File: config.mk
export PLATFORM = sky130hd
export DESIGN_NAME = sent_rx_crc_check
export DESIGN_NICKNAME = d
export VERILOG_FILES = /design/src/rtl/sent_rx_crc_check.sv
export SDC_FILE = /design/constraint.sdc
export NUM_CORES = 1
export LEC_CHECK = 0
export CELL_PAD_IN_SITES_DETAIL_PLACEMENT = 2
export CELL_PAD_IN_SITES_GLOBAL_PLACEMENT = 2
export CORE_ASPECT_RATIO = 0.8
export CORE_MARGIN = 4
export CORE_UTILIZATION = 30
export CTS_BUF_LIST = sky130_fd_sc_hd__clkbuf_4 sky130_fd_sc_hd__clkbuf_8
export DETAILED_ROUTE_END_ITERATION = 16
export GPL_TIMING_DRIVEN = 1
export PLACE_DENSITY_LB_ADDON = 0.1
export SYNTH_ARGS = -nofsm -noshare
export SYNTH_HDL_FRONTEND = slang
export SYNTH_SLANG_ARGS = --single-unit
File: constraint.sdc
create_clock -name clk_rx -period 2.03 [get_ports clk_rx]
set_clock_uncertainty 0.2 [all_clocks]
set_input_delay 0.406 -clock clk_rx [delete_from_list [all_inputs] [get_ports clk_rx]]
set_output_delay 0.406 -clock clk_rx [all_outputs]
set_load 0.01 [all_outputs]
File: src/rtl/sent_rx_crc_check.sv
// SENT receive CRC checker: bit-serial CRC4/CRC6 over fast-channel frames and
// serial messages, with result registers, overrun flag and saturating error count.
module sent_rx_crc_check #(
    parameter logic [3:0]  CRC4_SEED = 4'h5,
    parameter logic [5:0]  CRC6_SEED = 6'h15,
    parameter int unsigned ERR_CNT_W = 8
) (
    input  logic                 clk_rx,
    input  logic                 reset_rx,
    input  logic [29:0]          data_check_crc_i,
    input  logic [2:0]           done_pre_data_i,
    input  logic                 clear_cnt_i,
    output logic                 busy_o,
    output logic                 crc_valid_o,
    output logic                 crc_ok_o,
    output logic [2:0]           msg_type_o,
    output logic [23:0]          data_o,
    output logic [5:0]           crc_rx_o,
    output logic [5:0]           crc_calc_o,
    output logic [ERR_CNT_W-1:0] crc_err_cnt_o,
    output logic                 overrun_o
);

    localparam int unsigned DATA_W    = 30;
    localparam int unsigned PAY_W     = 24;
    localparam int unsigned CRC_W     = 6;
    localparam int unsigned CNT_W     = 5;
    localparam logic [3:0]  CRC4_POLY = 4'hD;   // x^3+x^2+1 (x^4 implicit)
    localparam logic [5:0]  CRC6_POLY = 6'h19;  // x^4+x^3+1 (x^6 implicit)

    typedef enum logic [1:0] {
        IDLE  = 2'd0,
        SHIFT = 2'd1,
        DONE  = 2'd2
    } state_t;

    state_t             state, next_state;
    logic               strobe_c;
    logic               load_c, shift_c, finish_c, drop_c;

    logic [DATA_W-1:0]  ld_shift_c;
    logic [PAY_W-1:0]   ld_payload_c;
    logic [CRC_W-1:0]   ld_rx_c;
    logic [CNT_W-1:0]   ld_n_c;
    logic               ld_wide_c;

    logic [2:0]         typ_q;
    logic [DATA_W-1:0]  sh_q;
    logic [PAY_W-1:0]   payload_q;
    logic [CRC_W-1:0]   rx_q;
    logic [CRC_W-1:0]   crc_q;
    logic [CNT_W-1:0]   cnt_q;
    logic               wide_q;
    logic [CRC_W-1:0]   crc_nxt_c;
    logic [3:0]         crc4_nxt_c;

    assign strobe_c = (done_pre_data_i != 3'd0) && (done_pre_data_i <= 3'd5);

    // Field extraction per message type; shift image is payload MSB-aligned
    // with zero fill supplying the augmentation bits.
    always_comb begin
        ld_shift_c   = '0;
        ld_payload_c = '0;
        ld_rx_c      = '0;
        ld_n_c       = '0;
        ld_wide_c    = 1'b0;
        case (done_pre_data_i)
            3'd1: begin
                ld_payload_c = data_check_crc_i[27:4];
                ld_shift_c   = {data_check_crc_i[27:4], 6'b0};
                ld_rx_c      = {2'b0, data_check_crc_i[3:0]};
                ld_n_c       = CNT_W'(28);
            end
            3'd2: begin
                ld_payload_c = {8'b0, data_check_crc_i[19:4]};
                ld_shift_c   = {data_check_crc_i[19:4], 14'b0};
                ld_rx_c      = {2'b0, data_check_crc_i[3:0]};
                ld_n_c       = CNT_W'(20);
            end
            3'd3, 3'd4: begin
                ld_payload_c = {12'b0, data_check_crc_i[15:4]};
                ld_shift_c   = {data_check_crc_i[15:4], 18'b0};
                ld_rx_c      = {2'b0, data_check_crc_i[3:0]};
                ld_n_c       = CNT_W'(16);
            end
            3'd5: begin
                ld_payload_c = data_check_crc_i[29:6];
                ld_shift_c   = {data_check_crc_i[29:6], 6'b0};
                ld_rx_c      = data_check_crc_i[5:0];
                ld_n_c       = CNT_W'(30);
                ld_wide_c    = 1'b1;
            end
            default: ;
        endcase
    end

    // One serial CRC step on the current MSB of the shift image.
    always_comb begin
        crc4_nxt_c = {crc_q[2:0], sh_q[DATA_W-1]} ^ (crc_q[3] ? CRC4_POLY : 4'h0);
        if (wide_q) begin
            crc_nxt_c = {crc_q[4:0], sh_q[DATA_W-1]} ^ (crc_q[5] ? CRC6_POLY : 6'h0);
        end else begin
            crc_nxt_c = {2'b0, crc4_nxt_c};
        end
    end

    // State register.
    always_ff @(posedge clk_rx) begin
        if (reset_rx) begin
            state <= IDLE;
        end else begin
            state <= next_state;
        end
    end

    // Next-state and control decode.
    always_comb begin
        next_state = state;
        load_c     = 1'b0;
        shift_c    = 1'b0;
        finish_c   = 1'b0;
        drop_c     = 1'b0;
        case (state)
            IDLE, DONE: begin
                if (strobe_c) begin
                    load_c     = 1'b1;
                    next_state = SHIFT;
                end else begin
                    next_state = IDLE;
                end
            end
            SHIFT: begin
                shift_c = 1'b1;
                drop_c  = strobe_c;
                if (cnt_q == CNT_W'(1)) begin
                    finish_c   = 1'b1;
                    next_state = DONE;
                end
            end
            default: next_state = IDLE;
        endcase
    end

    // Capture on accept, then shift one bit per cycle.
    always_ff @(posedge clk_rx) begin
        if (reset_rx) begin
            typ_q     <= '0;
            sh_q      <= '0;
            payload_q <= '0;
            rx_q      <= '0;
            crc_q     <= '0;
            cnt_q     <= '0;
            wide_q    <= 1'b0;
        end else if (load_c) begin
            typ_q     <= done_pre_data_i;
            sh_q      <= ld_shift_c;
            payload_q <= ld_payload_c;
            rx_q      <= ld_rx_c;
            crc_q     <= ld_wide_c ? CRC6_SEED : {2'b0, CRC4_SEED};
            cnt_q     <= ld_n_c;
            wide_q    <= ld_wide_c;
        end else if (shift_c) begin
            sh_q      <= {sh_q[DATA_W-2:0], 1'b0};
            crc_q     <= crc_nxt_c;
            cnt_q     <= cnt_q - CNT_W'(1);
        end
    end

    // Result, status strobes and held result fields.
    always_ff @(posedge clk_rx) begin
        if (reset_rx) begin
            busy_o      <= 1'b0;
            crc_valid_o <= 1'b0;
            overrun_o   <= 1'b0;
            crc_ok_o    <= 1'b0;
            msg_type_o  <= '0;
            data_o      <= '0;
            crc_rx_o    <= '0;
            crc_calc_o  <= '0;
        end else begin
            busy_o      <= (next_state == SHIFT);
            crc_valid_o <= finish_c;
            overrun_o   <= drop_c;
            if (finish_c) begin
                crc_ok_o   <= (crc_nxt_c == rx_q);
                msg_type_o <= typ_q;
                data_o     <= payload_q;
                crc_rx_o   <= rx_q;
                crc_calc_o <= crc_nxt_c;
            end
        end
    end

    // Saturating mismatch counter; clear wins over a same-cycle increment.
    always_ff @(posedge clk_rx) begin
        if (reset_rx) begin
            crc_err_cnt_o <= '0;
        end else if (clear_cnt_i) begin
            crc_err_cnt_o <= '0;
        end else if (crc_valid_o && !crc_ok_o && (crc_err_cnt_o != '1)) begin
            crc_err_cnt_o <= crc_err_cnt_o + ERR_CNT_W'(1);
        end
    end

endmodule

Word level (Yosys, flattened, before mapping)
Index checks and enable logic that the tools add are counted.

Add/subtract/negate cells: 2. Magnitude comparators: 1. Eq/ne operators: 11. Mux-type cells: 23. Bitwise gates (word level): 3. Reduce and logical (&&, ||, !) cells: 12.

Operators by type and width (number): $pmux W30 S4 (1); $pmux W24 S4 (1); $mux W30 (2); $mux W5 (4); $pmux W5 S4 (1); $mux W6 (3); $pmux W6 S2 (1); $add A8 B1 Y8 const B (1); $ne A8 B8 Y1 const B (1); $reduce_or A2 Y1 (4); $mux W1 (7); $eq A3 B2 Y1 const B (2); $eq A3 B3 Y1 const B (2); $eq A6 B6 Y1 (1); $xor A6 B5 Y6 (1); $eq A5 B1 Y1 const B (1); $sub A5 B1 Y5 const B (1); $eq A2 B1 Y1 const B (2); $mux W4 (1); $pmux W2 S2 (1); $reduce_or A4 Y1 (1); $xor A4 B4 Y4 (1); $eq A3 B1 Y1 const B (1); $le A3 B3 Y1 const B (1); other kinds (8) (10).

Flip-flop bits (word level): 128. Word-level logic and storage cells: 69.

Depth between registers and ports, before layout
Gate-level depths: netlist of run 1.

Depth in word-level cells: 5. Depth in mapped cells: 8.

Worst setup path before layout of run 1
Ideal clock, no wire load.

Path type: flip-flop to flip-flop. Start point: register cnt_q[0]. End point: register crc_ok_o. Setup time: 0.122 ns. Data arrival time: 1.566 ns. Data required time: 1.708 ns. Slack: 0.141 ns. Cell stages (with the launch flop): 8. Buffers on the path: 2. Period minus slack after synthesis: 1.889 ns. Path through: dfxtp_1 > ha_1 > or4b_4 > or2_1 > buf_6 > buf_6 > nand3_2 > o41ai_2.

Word-level cells in the longest chain between the ends: 3.

Ends and longest elaborated chain: from (decl) (RTL line 52) `logic [CNT_W-1:0] cnt_q;`; from (signal assigned) (RTL line 160) `cnt_q <= ld_n_c;`; from (signal assigned) (RTL line 165) `cnt_q <= cnt_q - CNT_W'(1);`; $eq A5 B1 Y1 (RTL line 135) `if (cnt_q == CNT_W'(1)) begin`; $mux W1 (RTL line 135); $mux W1 (RTL line 123) `case (state)`; to (signal assigned) (RTL line 185) `crc_ok_o <= (crc_nxt_c == rx_q);`; to (decl) (RTL line 15) `output logic crc_ok_o,`.

No other way between the ends. A chain may end at the register's enable or synchronous reset.

Worst setup path after layout of run 1
Start point: input done_pre_data_i[1]. End point: register payload_q[6].

Word-level cells in the longest chain between the ends: 4. Elaborated cells between the ends (all ways): 12. Those cells by class: 1 x order compare; 5 x eq/ne; 3 x mux; 3 x reduce/logical.

Ends and longest elaborated chain: from (decl) (RTL line 11) `input logic [2:0] done_pre_data_i,`; $le A3 B3 Y1 or $reduce_bool A3 Y1 (tied branches) (RTL line 57) `assign strobe_c = (done_pre_data_i != 3'd0) && (done_pre_data_i <= 3'd5);`; $logic_and A1 B1 Y1 (RTL line 57); $mux W1 (RTL line 125) `if (strobe_c) begin`; $mux W1 (RTL line 123); to (signal assigned) (RTL line 157) `payload_q <= ld_payload_c;`; to (decl) (RTL line 49) `logic [PAY_W-1:0] payload_q;`.

Parallel ways exist; a longest one is shown, timed or not.

==> summary.md, run 1 <==
| Metric | Value |
|---|---|
| WL final | `roughly 24,000 microns` |
| Antenna cells | `0` |
| Worst-path clk slew | `~0.080 ns` |
| CTS Buffer Depth | `2` |
| Worst-Margin Slew | `0.520 ns` |
| Placed Area | `around 7600 sq um` |
| Leak | `~3.2 nW` |
| Tmin final | `2.06 ns` |
| H-tree level count | `4` |
| Crit. End Element | `flop` |
| Main synth FF type | `dfxtp_1` |
| CTS Buf Count | `17` |
| Multi-input combinational cell area | `around 3100 sq um` |
| Max Cap Viol | `0` |
| # setup viols final | `1` |
| FILL cells | `about 2,100` |
| Vias in the first global route | `6,308` |
| GP Congestion | `between 0.8 and 0.9` |
| Number of synthesized flops with an enable pin | `0` |
| Via count | `about 5,900` |
| Register Area | `about 2400 sq um` |
| RSZ-0062 raised after global routing | `true` |
| Final period util | `1.01` |
| Row cnt | `45` |
| # DRC | `0` |
| Hpwl dp | `~17,000 microns` |
| Share of the yosys chip area belonging to registers | `0.415` |
| Final Core Density | `0.431` |
| Met3 WL post-DR | `approximately 1100 microns` |
| Met1 wire length | `between 10,000 and 15,000 microns` |
| R2r startpoint | `cnt_q[1]` |
| IO Count | `87` |
| Yosys top cell by area | `dfxtp_1` |
| Gr ovfl total | `0` |
| Synth async-reset ratio | `0` |
| First-pass GRT wire length | `about 37,000 microns` |
| Antenna violations before repair | `1` |
| DIE WIDTH | `165 microns` |
| Total GRT Usage | `0.211` |
| Synth-to-Final Area Change | `40.0%` |
| Post-synth top area share | `0.415` |
| WL/cell | `~21 microns` |
| Final Hold Fails | `0` |
| Full die area | `around 22,000 sq um` |
| Uppermost routed layer | `met5` |
| Total power | `roughly 6.4 mW` |
| Worst endpoint required time | `~2.2 ns` |
| Root buffer cell | `clkbuf_8` |
| TritonCTS Sinks | `about 120` |
| Commonest non-fill, non-tap cell in the layout | `nand2_1` |
| Layout cells sized above 1 | `0.214` |
| Clk Latency, worst-skew pair | `~0.44 ns` |
| Hold slack | `0.126 ns` |
| CTS tree | `yes` |
| Detailed Route Iter0 Violations | `344` |
| Synthesized instance count | `between 700 and 800` |
| Setup CP Type | `in2reg` |
| Synthesized net count | `755` |
| Worst setup path start | `done_pre_data_i[1]` |
| Hold path startpoint | `reset_rx` |
| Most frequent cells in the layout | `nand2_1 (126), dfxtp_1 (116), a21oi_1 (91)` |
| Final Max Tran Viols | `0` |
| DIE HEIGHT | `133 microns` |
| Distinct cells, synth | `a little under 60` |
| Max Fclk | `around 500 MHz` |
| Initial Util | `0.308` |
| Worst vdd ir | `449 uV` |
| Power density over the cells | `between 700 and 800 nW/um^2` |
| Min-delay worst type | `in2reg` |
| Top post-synthesis cells by area | `dfxtp_1 (41%), nand2_1 (8.4%), a21oi_1 (8.2%)` |
| Failing checks | `setup timing` |
| Final Cell Area | `between 8000 and 9000 sq um` |
| Yosys warns | `0` |
| Avg Inst Size Synth | `around 8.2 sq um` |
| Post-DRT Antenna Nets | `0` |
| Largest net degree at the start of global routing | `58` |
| Worst-path maximum fanout | `25` |
| Met2 WL post-DR | `~11,000 microns` |
| Startpoint types | `input pin` |
| Post-CTS Hold Buffers | `0` |
| Post-Syn Area | `slightly below 6000 sq um` |
| Status | `complete, but fails checks` |
| Vias per cell | `~5.2` |
| Seq cells post-synth | `122` |
| Core area | `~19,000 sq um` |
| PortBufs | `86` |
| First-pass iteration count of the detailed router | `5` |
| Critical Path AT | `around 2.2 ns` |
| Slew Limit Headroom | `0.643` |
| Final setup margin | `-0.0252 ns` |
| Nets | `897` |
[stage by stage]
step	instances	setup slack [ns]	TNS, ns
after global placement	1092	-0.513	-20.83
after CTS	1124	-0.00652	-0.00652
after detailed placement	1092	-0.526	-23.92
after global routing	1129	-0.0524	-0.283
after floorplan	716	0.141	0
final	1129	-0.0252	-0.0252
[cell usage after synthesis, types with 5 or more instances]
library cell / instances
nor2_1: 51
a2bb2oi_1: 5
mux2_2: 12
nand2_1: 131
nand3_1: 12
xnor2_1: 7
a22oi_1: 12
a21oi_1: 96
a211oi_1: 12
a221oi_1: 9
nand2b_1: 18
nor2b_1: 6
nor3_1: 25
dfxtp_1: 122
buf_2: 24
buf_4: 5
a32oi_1: 6
buf_6: 10
a22o_1: 8
and3_1: 5
o21ai_0: 11
clkbuf_1: 20
xor2_1: 8
a21o_1: 9
inv_1: 9
mux2i_1: 15
nand3b_1: 6
[worst paths after layout]
| kind | endpoint | slack, ns | depth (start not counted) |
|---|---|---|---|
| setup / recovery | payload_q[6] | -0.03 | 8 |
| hold / removal | crc_valid_o | 0.13 | 2 |
| setup reg to reg | msg_type_o[1] | 0.03 | 7 |
| hold reg to reg | data_o[20] | 0.26 | 2 |
[flip-flops by register name (all words and copies together), names as in the netlist, 6 cells and up]
name,cells
data_o,24
payload_q,24
sh_q,24
crc_err_cnt_o,8
crc_calc_o,6
crc_q,6
crc_rx_o,6
rx_q,6
[report_power, final]
group          total [mW]  switching (mW)  internal (mW)
sequential           2.65           0.115           2.53
clock                2.46            1.14           1.32
combinational        1.29           0.693          0.595
[final cells by class]
cell class,count,area share
Tap cell,258,0.0392
Inverter,9,0.00410
Multi-Input combinational cell,523,0.381
Timing Repair Buffer,185,0.225
Clock inverter,13,0.0220
Sequential cell,122,0.297
Clock buffer,19,0.0317
[worst max-delay path, stage by stage]
cell,delay [ns]
clkdlybuf4s50_1,0.44
buf_12,0.17
or3_4,0.37
and2_1,0.20
buf_12,0.18
buf_4,0.17
nor2_1,0.13
nor3_1,0.08
[kinds of logic (layout without fill, tap and decap cells)]
logic type	after synthesis	count (layout)	synth area share
compound gates	196	196	0.217
xor+xnor	15	15	0.0223
fa+ha+maj	6	6	0.0115
buf+inv	71	226	0.0663
flops	122	122	0.415
mux	27	27	0.0484
simple gates	279	279	0.220
[per-layer routing]
metal | up-vias | GRT usage
li1 | 2806 | -
met1 | 2957 | 0.302
met2 | 96 | 0.338
met3 | 14 | 0.0371
met4 | 2 | 0.0383
met5 | - | 0
[repair_timing]
item | 4_1_cts | 5_1_grt
resized for setup | 13 | 30
pin swaps | 0 | 3
buffers inserted | 0 | 2
gates cloned | 0 | 3
endpoints found under the setup margin | 19 | 75
No activity file was read; power rests on OpenSTA's default activity.
==> inputs of run 2 (changes only) <==
--- a/config.mk
+++ b/config.mk
@@ -8,7 +8,6 @@
 export CELL_PAD_IN_SITES_DETAIL_PLACEMENT = 2
 export CELL_PAD_IN_SITES_GLOBAL_PLACEMENT = 2
 export CORE_ASPECT_RATIO = 0.8
-export CORE_MARGIN = 4
 export CORE_UTILIZATION = 30
 export CTS_BUF_LIST = sky130_fd_sc_hd__clkbuf_4 sky130_fd_sc_hd__clkbuf_8
 export DETAILED_ROUTE_END_ITERATION = 16
==> run 2 against run 1 <==
The run now ends clean. Utilization hardly changed. Maximum frequency is 2.9% higher. Clock power is 9.3% lower. Sequential share of layout area is 0.11 points higher. Power is 3.5% lower. Design area is 0.30% lower. First-iteration DRC count is 14% lower. Global-route usage is 3.2 points higher. Clock-buffer cell count stayed put. Routed wire length is 0.37% lower. Non-clock buffer count is 15 higher. Flip-flop and latch count stayed put. Critical endpoint is now sh_q[20].
==> summary.md, run 2 (synthesized netlist as in run 1, its figures left out) <==
| Metric | Value |
|---|---|
| DIE HEIGHT | `127 microns (-4.5%)` |
| First-pass GRT wire length | `36,900 microns (+0.83%)` |
| Detailed Route Iter0 Violations | `296 (-14%)` |
| Clock power frac | `0.362 (-0.022)` |
| Sequential share of power | `0.429 (+0.015)` |
| Crit. End Element | `flop` |
| Initial Util | `0.308 (+0.000907)` |
| Worst-path maximum fanout | `14 (-44%)` |
| Gr ovfl total | `0 (unchanged)` |
| Commonest non-fill, non-tap cell in the layout | `nand2_1` |
| CTS Buf Count | `17 (unchanged)` |
| Worst-Margin Slew | `0.444 ns (-0.0761 ns)` |
| Worst endpoint required time | `2.17 ns (+0.02 ns)` |
| Clk Latency, worst-skew pair | `0.46 ns (+0.02 ns)` |
| Largest net degree at the start of global routing | `41 (-29%)` |
| Vias per cell | `5.21 (about the same)` |
| PortBufs | `86 (unchanged)` |
| WL final | `23,900 microns (-0.37%)` |
| Core area | `19,100 sq um (-0.29%)` |
| Worst-path clk slew | `0.08 ns (about the same)` |
| DIE WIDTH | `159 microns (-3.6%)` |
| Full die area | `20,200 sq um (-8.0%)` |
| Logic pwr share | `0.209 (+0.007)` |
| Hold slack | `0.136 ns (+0.00996 ns)` |
| Row cnt | `45 (unchanged)` |
| Total power | `6.17 mW (-3.5%)` |
| Final Core Density | `0.431 (about the same)` |
| CTS Buffer Depth | `2 (unchanged)` |
| Critical Path AT | `2.13 ns (-0.04 ns)` |
| H-tree level count | `4 (unchanged)` |
| Worst vdd ir | `410 uV (-8.8%)` |
| Via count | `5,960 (+1.4%)` |
| Nets | `912 (+1.7%)` |
| # setup viols final | `0 (-1)` |
| Antenna violations before repair | `0 (-1)` |
| Switch share | `0.313 (+0.00883)` |
| Setup CP Type | `in2reg` |
| Final Hold Fails | `0 (unchanged)` |
| Slew Limit Headroom | `0.704 (+0.0603)` |
| Most frequent cells in the layout | `nand2_1 (131), dfxtp_1 (115), buf_4 (104)` |
| Total GRT Usage | `0.243 (+0.0320)` |
| First-pass iteration count of the detailed router | `5 (unchanged)` |
| DP Worst Slack | `-0.538 ns (-0.0118 ns)` |
| # DRC | `0 (unchanged)` |
| Post-CTS Hold Buffers | `0 (unchanged)` |
| Final setup margin | `0.0332 ns (+0.0584 ns)` |
| Int Pwr | `4.24 mW (-4.7%)` |
| Max Cap Viol | `0 (unchanged)` |
| IO Count | `87 (unchanged)` |
| Layout cells sized above 1 | `0.230 (+0.0167)` |
| Status | `complete, no violations` |
| Hpwl dp | `17,300 microns (+0.35%)` |
| Root buffer cell | `clkbuf_8` |
| Post-DRT Antenna Nets | `0 (unchanged)` |
| Min-delay worst type | `in2reg` |
| Vias in the first global route | `6,435 (+2.0%)` |
| Top Registers | `data_o: 24 flops, payload_q: 24 flops, sh_q: 24 flops` |
| Net Sw Power | `1.93 mW (-0.67%)` |
| WL/cell | `20.9 microns (-1.8%)` |
| Synth-to-Final Area Change | `39.6%` |
| Power density over the cells | `751 nW/um^2 (-3.2%)` |
| TritonCTS Sinks | `122 (unchanged)` |
| Max Fclk | `501 MHz (+2.9%)` |
| CTS tree | `yes` |
| GP Congestion | `0.832 (-5.6%)` |
| Placed Area | `7610 sq um (about the same)` |
| Final Max Tran Viols | `0 (unchanged)` |
| Final period util | `0.984 (-0.0288)` |
| Startpoint types | `input pin` |
| Leak | `3.26 nW (+0.77%)` |
| Final Cell Area | `8220 sq um (-0.30%)` |
| Tmin final | `2.00 ns (-0.0584 ns)` |
[run 2: cell count changes in the layout (fill, tap and decap cells not counted), sizes merged]
cell	delta
buf	+16
clkinvlp	+4
inv	-4
clkdlybuf4s50	-3
dlymetal6s2s	+2
bufinv	-1
clkbuf	-1
clkinv	+1
diode	+1
dlygate4sd2	+1
[run 2: timing repair]
action,in CTS,in global routing
endpoints found under the setup margin,41,65
gates resized for setup,17,34
pin swaps,1,3
buffers inserted,1,2
cloned,0,1
[run 2: worst paths after layout]
check / depth (start not counted) / endpoint / slack (ns) / from
worst max-delay path: 8 / sh_q[20] / 0.03 / done_pre_data_i[1]
worst min-delay path: 2 / rx_q[5] / 0.14 / reset_rx
worst max register to register: 7 / data_o[1] / 0.04 / cnt_q[1]
worst min register to register: 2 / data_o[17] / 0.26 / data_o[17]
[run 2: layout make-up]
cell class | count | area (sq um)
Inverter | 9 | 33.8
Clock buffer | 19 | 249
Clock inverter | 13 | 143
Multi-Input combinational cell | 523 | 3180
Timing Repair Buffer | 200 | 1840
Tap cell | 258 | 323
Antenna cell | 1 | 2.50
Fill cell | 2118 | 10900
Sequential cell | 122 | 2450
[run 2: critical path: stages]
cell and delay (ns):
clkdlybuf4s50_1 0.40, buf_4 0.17, or3_4 0.36, and2_2 0.22, buf_12 0.16, o21ai_1 0.19
buf_4 0.17, a21oi_1 0.05
[run 2: layer usage]
metal | wire [microns] | GRT usage | part of all wire
met4 | 405 | 0.0656 | 0.017
met5 | 0 | 0 | 0
met3 | 901 | 0.0431 | 0.038
met2 | 11000 | 0.389 | 0.46
met1 | 11600 | 0.336 | 0.49
[run 2: power by group through the flow]
stage | combinational (mW) | sequential, mW | clock (mW)
CTS | 1.24 | 2.64 | 2.31
floorplan | 0.649 | 2.66 | 0
global placement | 1.17 | 2.69 | 0
global route | 1.38 | 2.66 | 2.39
finish | 1.29 | 2.65 | 2.23
detailed placement | 1.22 | 2.70 | 0
[run 2: through the flow]
step           instances  setup TNS, ns
3_3_place_gp        1108         -20.60
2_1_floorplan        716              0
5_1_grt             1144        -0.0389
6_report            1145              0
3_5_place_dp        1108         -24.08
4_1_cts             1141         -0.110
==> inputs of run 3 (changes only) <==
--- a/config.mk
+++ b/config.mk
@@ -10,6 +10,7 @@
 export CORE_ASPECT_RATIO = 0.8
 export CORE_UTILIZATION = 30
 export CTS_BUF_LIST = sky130_fd_sc_hd__clkbuf_4 sky130_fd_sc_hd__clkbuf_8
+export CTS_CLUSTER_DIAMETER = 80
 export DETAILED_ROUTE_END_ITERATION = 16
 export GPL_TIMING_DRIVEN = 1
 export PLACE_DENSITY_LB_ADDON = 0.1
==> results of run 3 <==
Same layout as run 2: the final DEF is identical, and so are final timing and power.
